[src/rtl/instr_fetch_ctrl.sv]
// Fetch sequencer: owns the PC, drives instruction memory, and registers each word into a valid/ready stage for decode.
// Optional halt-on-self-jump detection is enabled by defining FETCH_HALT_DETECT_EN.
//
//   state | meaning
//   IDLE  | not fetching; the PC can still be redirected
//   FETCH | one fetch per cycle while run is high and the output stage can take a word
//   HALT  | a self-jump was issued; no fetches until a redirect or reset
module instr_fetch_ctrl #(
  parameter int                 ADDR_W   = 16,
  parameter int                 DATA_W   = 32,
  parameter logic [ADDR_W-1:0]  RESET_PC = '0
) (
  input  logic              clk,
  input  logic              rst,
  input  logic              run,
  input  logic              redirect_valid,
  input  logic [ADDR_W-1:0] redirect_pc,
  output logic [ADDR_W-1:0] imem_addr,
  input  logic [DATA_W-1:0] imem_instr,
  output logic              out_valid,
  input  logic              out_ready,
  output logic [DATA_W-1:0] out_instr,
  output logic [ADDR_W-1:0] out_pc,
  output logic              busy,
  output logic              halted,
  output logic [31:0]       fetch_count
);

  typedef enum logic [1:0] {IDLE, FETCH, HALT} state_t;

  state_t            state;
  logic [ADDR_W-1:0] pc;
  logic              accept;
  logic              fetch_slot;
  logic              halt_hit;

  assign imem_addr  = pc;
  assign accept     = out_valid && out_ready;
  assign fetch_slot = (state == FETCH) && run && (!out_valid || out_ready) && !redirect_valid;
  assign busy       = (state == FETCH);

`ifdef FETCH_HALT_DETECT_EN
  // A jump whose target equals its own address spins forever; stop fetching instead.
  assign halt_hit = (imem_instr[31:26] == 6'b010100) && (imem_instr[ADDR_W-1:0] == pc);
  assign halted   = (state == HALT);
`else
  assign halt_hit = 1'b0;
  assign halted   = 1'b0;
`endif

  always_ff @(posedge clk) begin
    if (rst) begin
      state       <= IDLE;
      pc          <= RESET_PC;
      out_valid   <= 1'b0;
      out_instr   <= '0;
      out_pc      <= '0;
      fetch_count <= '0;
    end else begin
      if (accept)
        fetch_count <= fetch_count + 32'd1;

      if (redirect_valid) begin
        // Redirect beats fetch; an accepted word is still counted above before the flush.
        pc        <= redirect_pc;
        out_valid <= 1'b0;
        case (state)
          IDLE:    state <= IDLE;
          default: state <= run ? FETCH : IDLE;
        endcase
      end else begin
        case (state)
          IDLE:    if (run) state <= FETCH;
          FETCH:   if (!run) state <= IDLE;
          default: state <= HALT;
        endcase

        if (fetch_slot) begin
          out_instr <= imem_instr;
          out_pc    <= pc;
          out_valid <= 1'b1;
          pc        <= pc + ADDR_W'(1);
          if (halt_hit)
            state <= HALT;
        end else if (accept) begin
          out_valid <= 1'b0;
        end
      end
    end
  end

endmodule
[config.mk]
export PLATFORM = sky130hd
export DESIGN_NAME = instr_fetch_ctrl
export DESIGN_NICKNAME = d
export VERILOG_FILES = /design/src/rtl/instr_fetch_ctrl.sv
export SDC_FILE = /design/constraint.sdc
export NUM_CORES = 1
export LEC_CHECK = 0
export CAP_MARGIN = 10
export CORE_MARGIN = 2
export CORE_UTILIZATION = 45
export DETAILED_ROUTE_END_ITERATION = 10
export MAX_ROUTING_LAYER = met4
export PLACE_DENSITY = 0.76
export SETUP_SLACK_MARGIN = 0.1
export SYNTH_ARGS = -nofsm -noshare
export SYNTH_HDL_FRONTEND = slang
export SYNTH_SLANG_ARGS = --single-unit
[constraint.sdc]
create_clock -name clk -period 2.55 [get_ports clk]
set_input_delay 0.51 -clock clk [delete_from_list [all_inputs] [get_ports clk]]
set_output_delay 0.51 -clock clk [all_outputs]
set_load 0.01 [all_outputs]
# Word-level counts from Yosys, hierarchy flattened
# Cells that the tools add are included.
[classes]
n_eq_ne = 3
bitwise = 1
reduce_logical = 13
muxes = 10
addsub = 2
[ops]
columns = ["operator", "count"]
rows = [
  ["32-bit by 1-bit adder with 32-bit output (second input constant)", 1],
  ["16-bit two-way mux", 2],
  ["16-bit by 1-bit adder with 16-bit output (second input constant)", 1],
  ["2-bit two-way mux", 3],
  ["3-bit inequality test (second input constant)", 2],
  ["1-bit logical AND", 4],
  ["1-bit two-way mux", 4],
  ["2-bit one-hot mux with 2 select lines", 1],
  ["2-bit AND reduction", 2],
  ["2-bit nonzero test", 2],
  ["2-bit by 1-bit equality test with 1-bit output (second input constant)", 1],
  ["1-bit zero test", 2],
  ["2-bit zero test", 1],
  ["2-bit OR reduction", 1],
  ["1-bit logical OR", 1],
  ["1-bit NOT", 1],
]
[totals]
output_inout_bits = 99
input_bits = 53
ff_bits = 99
word_cells = 35

# Logic depth before layout (Yosys ltp)
# Gate-level depths: netlist of the first run.
[logic_depth]
ltp_word = 6
ltp_mapped = 7
depth_no_buf = 5

# Worst setup path before layout of the first run
# OpenSTA, ideal clock, no wires.
[synth_timing]
path_kind = "register to register"
from = "register fetch_count[12]"
to = "register fetch_count[26]"
t_required_ps = 2480
setup_slack_ps = 526
period_less_slack_ps = 2024
arrival_ps = 1953
setup_ps = 70
path_buffers = 2
stages_incl_launch_ff = 7
cell_sequence = "dfxtp_1 > nand4_2 > or4_1 > buf_2 > buf_6 > or4_1 > a21oi_1"
[synth_via]
elab_chain_cells = 1
[synth_rtl]
columns = ["element", "line_no", "rtl"]
rows = [
  ["start, declared", "26", "output logic [31:0] fetch_count"],
  ["start signal, assigned", "61", "fetch_count <= fetch_count + 32'd1;"],
  ["32-bit by 1-bit adder with 32-bit output", "61", ""],
]
# No other way between the ends.
# A chain may end at the register's enable or synchronous reset.

# Final worst setup path of the first run
[layout_timing]
from = "input port out_ready"
to = "register fetch_count[16]"
[layout_via]
elab_chain_cells = 1
[layout_rtl]
columns = ["element", "line_no", "rtl"]
rows = [
  ["start, declared", "21", "input logic out_ready,"],
  ["1-bit logical AND", "38", "assign accept = out_valid && out_ready;"],
]
# No other way between the ends.

==> results of run 1 <==
==> where the power goes <==
group	internal [µW]	switching, µW
clock	362	571
sequential	1570	39.2
combinational	160	112
total	2100	722
==> sequential cells by signal (all words and copies together), names as in the netlist <==
signal and count:
state 2, imem_addr 16, out_instr 32, fetch_count 32, out_valid 1, out_pc 16
==> worst paths after layout <==
kind | start | endpoint | slack (ps)
max | out_ready | fetch_count[16] | 410
min | fetch_count[31] | fetch_count[31] | 480
max reg2reg | fetch_count[12] | fetch_count[27] | 450
min reg2reg | fetch_count[31] | fetch_count[31] | 480
==> routing by layer <==
layer  track usage [%]  vias up  part of all wire, %
met5                 -        -                    0
met4             5.198        0                 0.92
met3             8.972       13                  8.2
met2             35.91      125                   47
met1             27.66     1883                   43
li1                  -     1984                    -
==> tightest hold or removal path, stage by stage (launching register included) <==
cell and delay, ps:
dfxtp_1 330, o31ai_1 60, a21oi_1 50
==> cells by family (layout without fill, tap and decap cells) <==
logic type / after synthesis / in the layout / share of synthesized area (%)
compound gates: 68 / 68 / 10.62
flops: 99 / 99 / 46.45
mux: 49 / 49 / 11.52
buf+inv: 40 / 190 / 3.959
other cells: 1 / 1 / 0.08789
fa+ha+maj: 2 / 2 / 0.5864
simple gates: 191 / 191 / 23.28
xor+xnor: 17 / 17 / 3.490
==> area by class of cell <==
type	count	area share (%)
well taps	129	2.647
inverters	9	0.5541
repair buffers	165	26.64
multi-input cells	328	34.78
clock buffers	9	2.032
clock inverters	7	0.8414
flip-flops and latches	99	32.51
==> stage by stage <==
stage          setup slack [ps]  cell area (µm²)  power, µW  cells  utilization [%]
4_1_cts                   433.6             6097       2850    746            65.99
5_1_grt                   299.8             6097       2932    746            65.99
3_3_place_gp              89.37             5922       1912    730            64.09
6_report                  414.3             6097       2817    746            65.99
3_5_place_dp              44.85             5922       1918    730            64.09
2_1_floorplan             526.5             4267       1746    467                -
==> layout by cell type, fill, tap and decap left out, drive strengths merged, types with 4 or more instances in the layout <==
cell type	count
nand4	12
clkbuf	9
a311oi	6
xor2	9
a211oi	7
o21ai	9
and4	6
nor3b	4
nor2	76
nor3	7
or4	18
mux2i	48
o31ai	16
inv	12
dfxtp	99
xnor2	8
or3	8
a21oi	22
nor4	4
buf	16
clkdlybuf4s50	149
nand3	21
nand2	19
==> flow_summary.yaml, run 1 <==
logic_synthesis:
  ys.flop_type: "dfxtp_1"
  synthArstFlopShare_pct: 0
  avgSynthCellArea_um2: 9.136
  yosys_warnings: 0
  synth_nets: 522
  ys_seq_area_share_pct: 46.45
  synthCells: 467
  syn_area_um2: 4267
  synthTopCellsByCount: "dfxtp_1 (99), nor2_1 (76), mux2i_1 (48)"
  synth.most_common_cell: "dfxtp_1"
  yosysTopAreaCell: "dfxtp_1"
  synth_edf_count: 0
  synth_top_area_share_pct: 46.45
  synth_cell_types: 42
  synth-seq-cells: 99
  synthTopCellsByArea: "dfxtp_1 (46%), mux2i_1 (11%), nor2_1 (6.7%)"
floorplan:
  ios: 152
  dieArea_um2: 10280
  die_y_um: 101.4
  start_util_pct: 46.17
  rows: 35
  core_um2: 9240
  fp.dieW_um: 101.4
worst_setup_path:
  cp_slowest_cell: "clkdlybuf4s50_1"
  crit_buf_inv: 2
  arrival_ps: 2420
  path_class: "in -> reg"
  required_ps: 2840
  slowest_delay_ps: 580
  reg2regPathDepth: 5
  critPathCaptureType: "flip-flop"
  path_max_fanout: 7
  crit_chain: "clkdlybuf4s50_1 > nand3_1 > or4_1 > buf_4 > or3_1 > a21oi_1"
  startpoint_type: "input port"
  cpLargestDelayFamily: "simple AND/OR/NAND/NOR gates"
  critical_path_depth: 6
routing:
  postRouteWirelength_um: 11440
  drc: 0
  wl_per_cell_um: 15.33
  via_per_inst: 5.369
  drtIter0Drc: 160
  firstDrtPassIters: 4
  num_vias: 4005
  antenna_left: 0
sta:
  fin_setup_tns_ps: 0
  timing.fmax_mhz: 468.2
  tightest_slew_ps: 561.9
  post-route-period-util_pct: 83.75
  max_slew_margin_pct: 62.54
  finalCriticalPeriod_ps: 2136
  slew_viol_final: 0
  hold_viol: 0
  setup_viol: 0
  whs_ps: 484.2
  fin_skew_ps: 15.10
  rsz0062_at_grt: "false"
cts:
  clk_path_buf_depth: 2
  cts_tree: "done"
  hold_buffers: 0
  clkLatencyLatePin_ps: 360
  cts.sinks: 99
  cts_resized: 0
  cts_root_buffer: "clkbuf_8"
  clkTransAtPathRegs_ps: 100
  cts-buffers-inserted: 9
  post_cts_buffers: 0
  cts.htree.levels: 3
global_routing:
  grt_start_max_net_pins: 54
  grt_pass1_wl_um: 18200
  overflow: 0
  grt_pass1_vias: 3785
  grt_usage_pct: 22.82
  antenna_found_initial: 0
final_layout:
  n_fill_cell: 779
  nNetsFinal: 667
  seqCellArea_um2: 1982
  multi_input_area_um2: 2121
  diodes: 0
  layout-drive-gt1-share_pct: 5.673
  synthToLayoutAreaGrowth_pct: 42.90
run_status:
  outcome: "completed"
power_and_ir_drop:
  p_per_area_nw_per_um2: 462.1
  vdd_drop_max_uv: 431.2
  p_leak_uw: 0.002001
placed_design:
  gp_congestion: 0.8643
  hpwl_um: 8289
  port_buffers: 150
min_path:
  min_path_cells: 2
  holdCritPathClass: "reg -> reg"
flow_run:
  cap_violations: 0
Power figures use the tool's default switching activity.
==> inputs of run 2 (changes only) <==
clock period = 2.1 ns   (was 2.55 ns; I/O delays follow)
==> run 2 against run 1 <==
Wire length rose by 2.9%; cell area rose by 5.5%; sequential cell count did not move; critical path depth fell by 1; die area did not move; via count rose by 4.9%; critical endpoint is now fetch_count[29]; highest routed layer unchanged.
==> flow_summary.yaml, run 2 (synthesis results as in run 1) <==
worst_setup_path:
  slowest_delay_ps: 560
  path_class: "reg -> reg"
  crit_buf_inv: 1
  required_ps: 2400
  cpLargestDelayFamily: "simple AND/OR/NAND/NOR gates"
  path_max_fanout: 24
  arrival_ps: 2270
  regToRegSetupSlack_ps: 130
  critPathCaptureType: "flip-flop"
  startpoint_type: "flip-flop"
  crit_chain: "nand4_2 > or4_4 > buf_8 > or4_1 > a21oi_1"
  cp_slowest_cell: "or4_4"
floorplan:
  start_util_pct: 46.17
  dieArea_um2: 10280
  die_y_um: 101.4
  rows: 35
  fp.dieW_um: 101.4
  core_um2: 9240
  ios: 152
cts:
  hold_buffers: 0
  cts.sinks: 99
  clkTransAtPathRegs_ps: 100
  cts-buffers-inserted: 9
  cts.htree.levels: 3
  clkLatencyLatePin_ps: 370
  cts_root_buffer: "clkbuf_8"
  cts_tree: "done"
  clk_path_buf_depth: 2
routing:
  firstDrtPassIters: 5
  num_vias: 4200
  postRouteWirelength_um: 11770
  wl_per_cell_um: 15.07
  drtIter0Drc: 172
  antenna_left: 0
  drc: 0
  via_per_inst: 5.378
final_layout:
  reg_top3: "fetch_count: 32 flops, out_instr: 32 flops"
  layout-drive-gt1-share_pct: 12.58
  diodes: 0
  stdcell_count: 781
  synthToLayoutAreaGrowth_pct: 50.79
  nNetsFinal: 702
  final_cell_mix: "clkdlybuf4s50_1 (148), dfxtp_1 (91), nor2_1 (76)"
  final_common_cell: "clkdlybuf4s50_1"
power_and_ir_drop:
  pwr-share-seq_pct: 54.3
  p_per_area_nw_per_um2: 556.8
  combPwrFrac_pct: 9.9
  pwr-share-clk_pct: 35.8
  vdd_drop_max_uv: 369.1
  switching_share_pct: 24.96
  internal-power_uw: 2688
  p_leak_uw: 0.002211
  p_sw_uw: 894.1
sta:
  rsz0062_at_grt: "false"
  slew_viol_final: 0
  fin_skew_ps: 13.42
  setup_viol: 0
  timing.fmax_mhz: 508.6
  setup_ws_ps: 134.0
  finalCriticalPeriod_ps: 1966
  max_slew_margin_pct: 60.72
  tightest_slew_ps: 589.2
  whs_ps: 483.8
  hold_viol: 0
  fin_setup_tns_ps: 0
  post-route-period-util_pct: 93.62
placed_design:
  dp_slack_ps: -341.7
  placedCellCount: 765
  gp_congestion: 0.8764
  port_buffers: 150
  hpwl_um: 8520
global_routing:
  grt_pass1_wl_um: 19350
  antenna_found_initial: 0
  overflow: 0
  grt_pass1_vias: 4142
  grt_usage_pct: 24.00
  grt_start_max_net_pins: 57
min_path:
  holdCritPathClass: "reg -> reg"
flow_run:
  cap_violations: 0
run_status:
  outcome: "completed"
[run 2: changes by cell type in the layout (fill, tap and decap cells not counted), moves of 2 or more]
cell | before | now
buf_4 | 15 | 48
clkinvlp_4 | 2 | 0
or4_1 | 18 | 16
dfxtp_1 | 99 | 91
dfxtp_2 | 0 | 8
or4_4 | 0 | 2
[run 2: through the flow]
| step | total power (µW) | util, % | cell area [µm²] |
|---|---|---|---|
| floorplan | 2120 | - | 4270 |
| CTS | 3608 | 69.36 | 6409 |
| global route | 3705 | 69.63 | 6434 |
| finish | 3582 | 69.63 | 6434 |
| global placement | 2335 | 67.11 | 6201 |
| detailed placement | 2342 | 67.11 | 6201 |
[run 2: area by class of cell]
type | count | area, µm²
multi-input combinational | 328 | 2136
tap | 129 | 161.4
inverter | 9 | 33.78
timing repair buffer | 200 | 1906
sequential | 99 | 1992
fill | 718 | 2806
clock buffer | 9 | 123.9
clock inverter | 7 | 81.33
[run 2: final timing paths]
| path | from | end | depth (start not counted) |
|---|---|---|---|
| worst max-delay path | fetch_count[15] | fetch_count[29] | 5 |
| worst max register to register | fetch_count[15] | fetch_count[29] | 5 |
| worst min register to register | fetch_count[1] | fetch_count[1] | 2 |
| worst min-delay path | fetch_count[1] | fetch_count[1] | 2 |
[run 2: repair_timing]
item | 4_1_cts | 5_1_grt
resized for setup | 2 | 10
endpoints found under the setup margin | 6 | 16
buffers inserted | 0 | 0
[run 2: power by group through the flow]
stage	clock network (µW)	registers (µW)	logic [µW]
after CTS	1310	1950	355
after floorplan	0	2000	118
after detailed placement	0	1990	353
after global routing	1370	1950	382
final	1280	1950	353
after global placement	0	1990	347
[run 2: routing by layer]
metal	GRT usage (%)	up-vias	share of wire (%)
met5	-	-	0
met4	6.133	0	1.4
met3	6.763	16	7.4
met2	38.16	157	48
met1	30.18	1971	44
li1	-	2056	-
[run 2: tightest hold or removal path: stages, from the launching register on]
cell     delay (ps)
dfxtp_2         350
nand2_1          50
a21oi_1          50
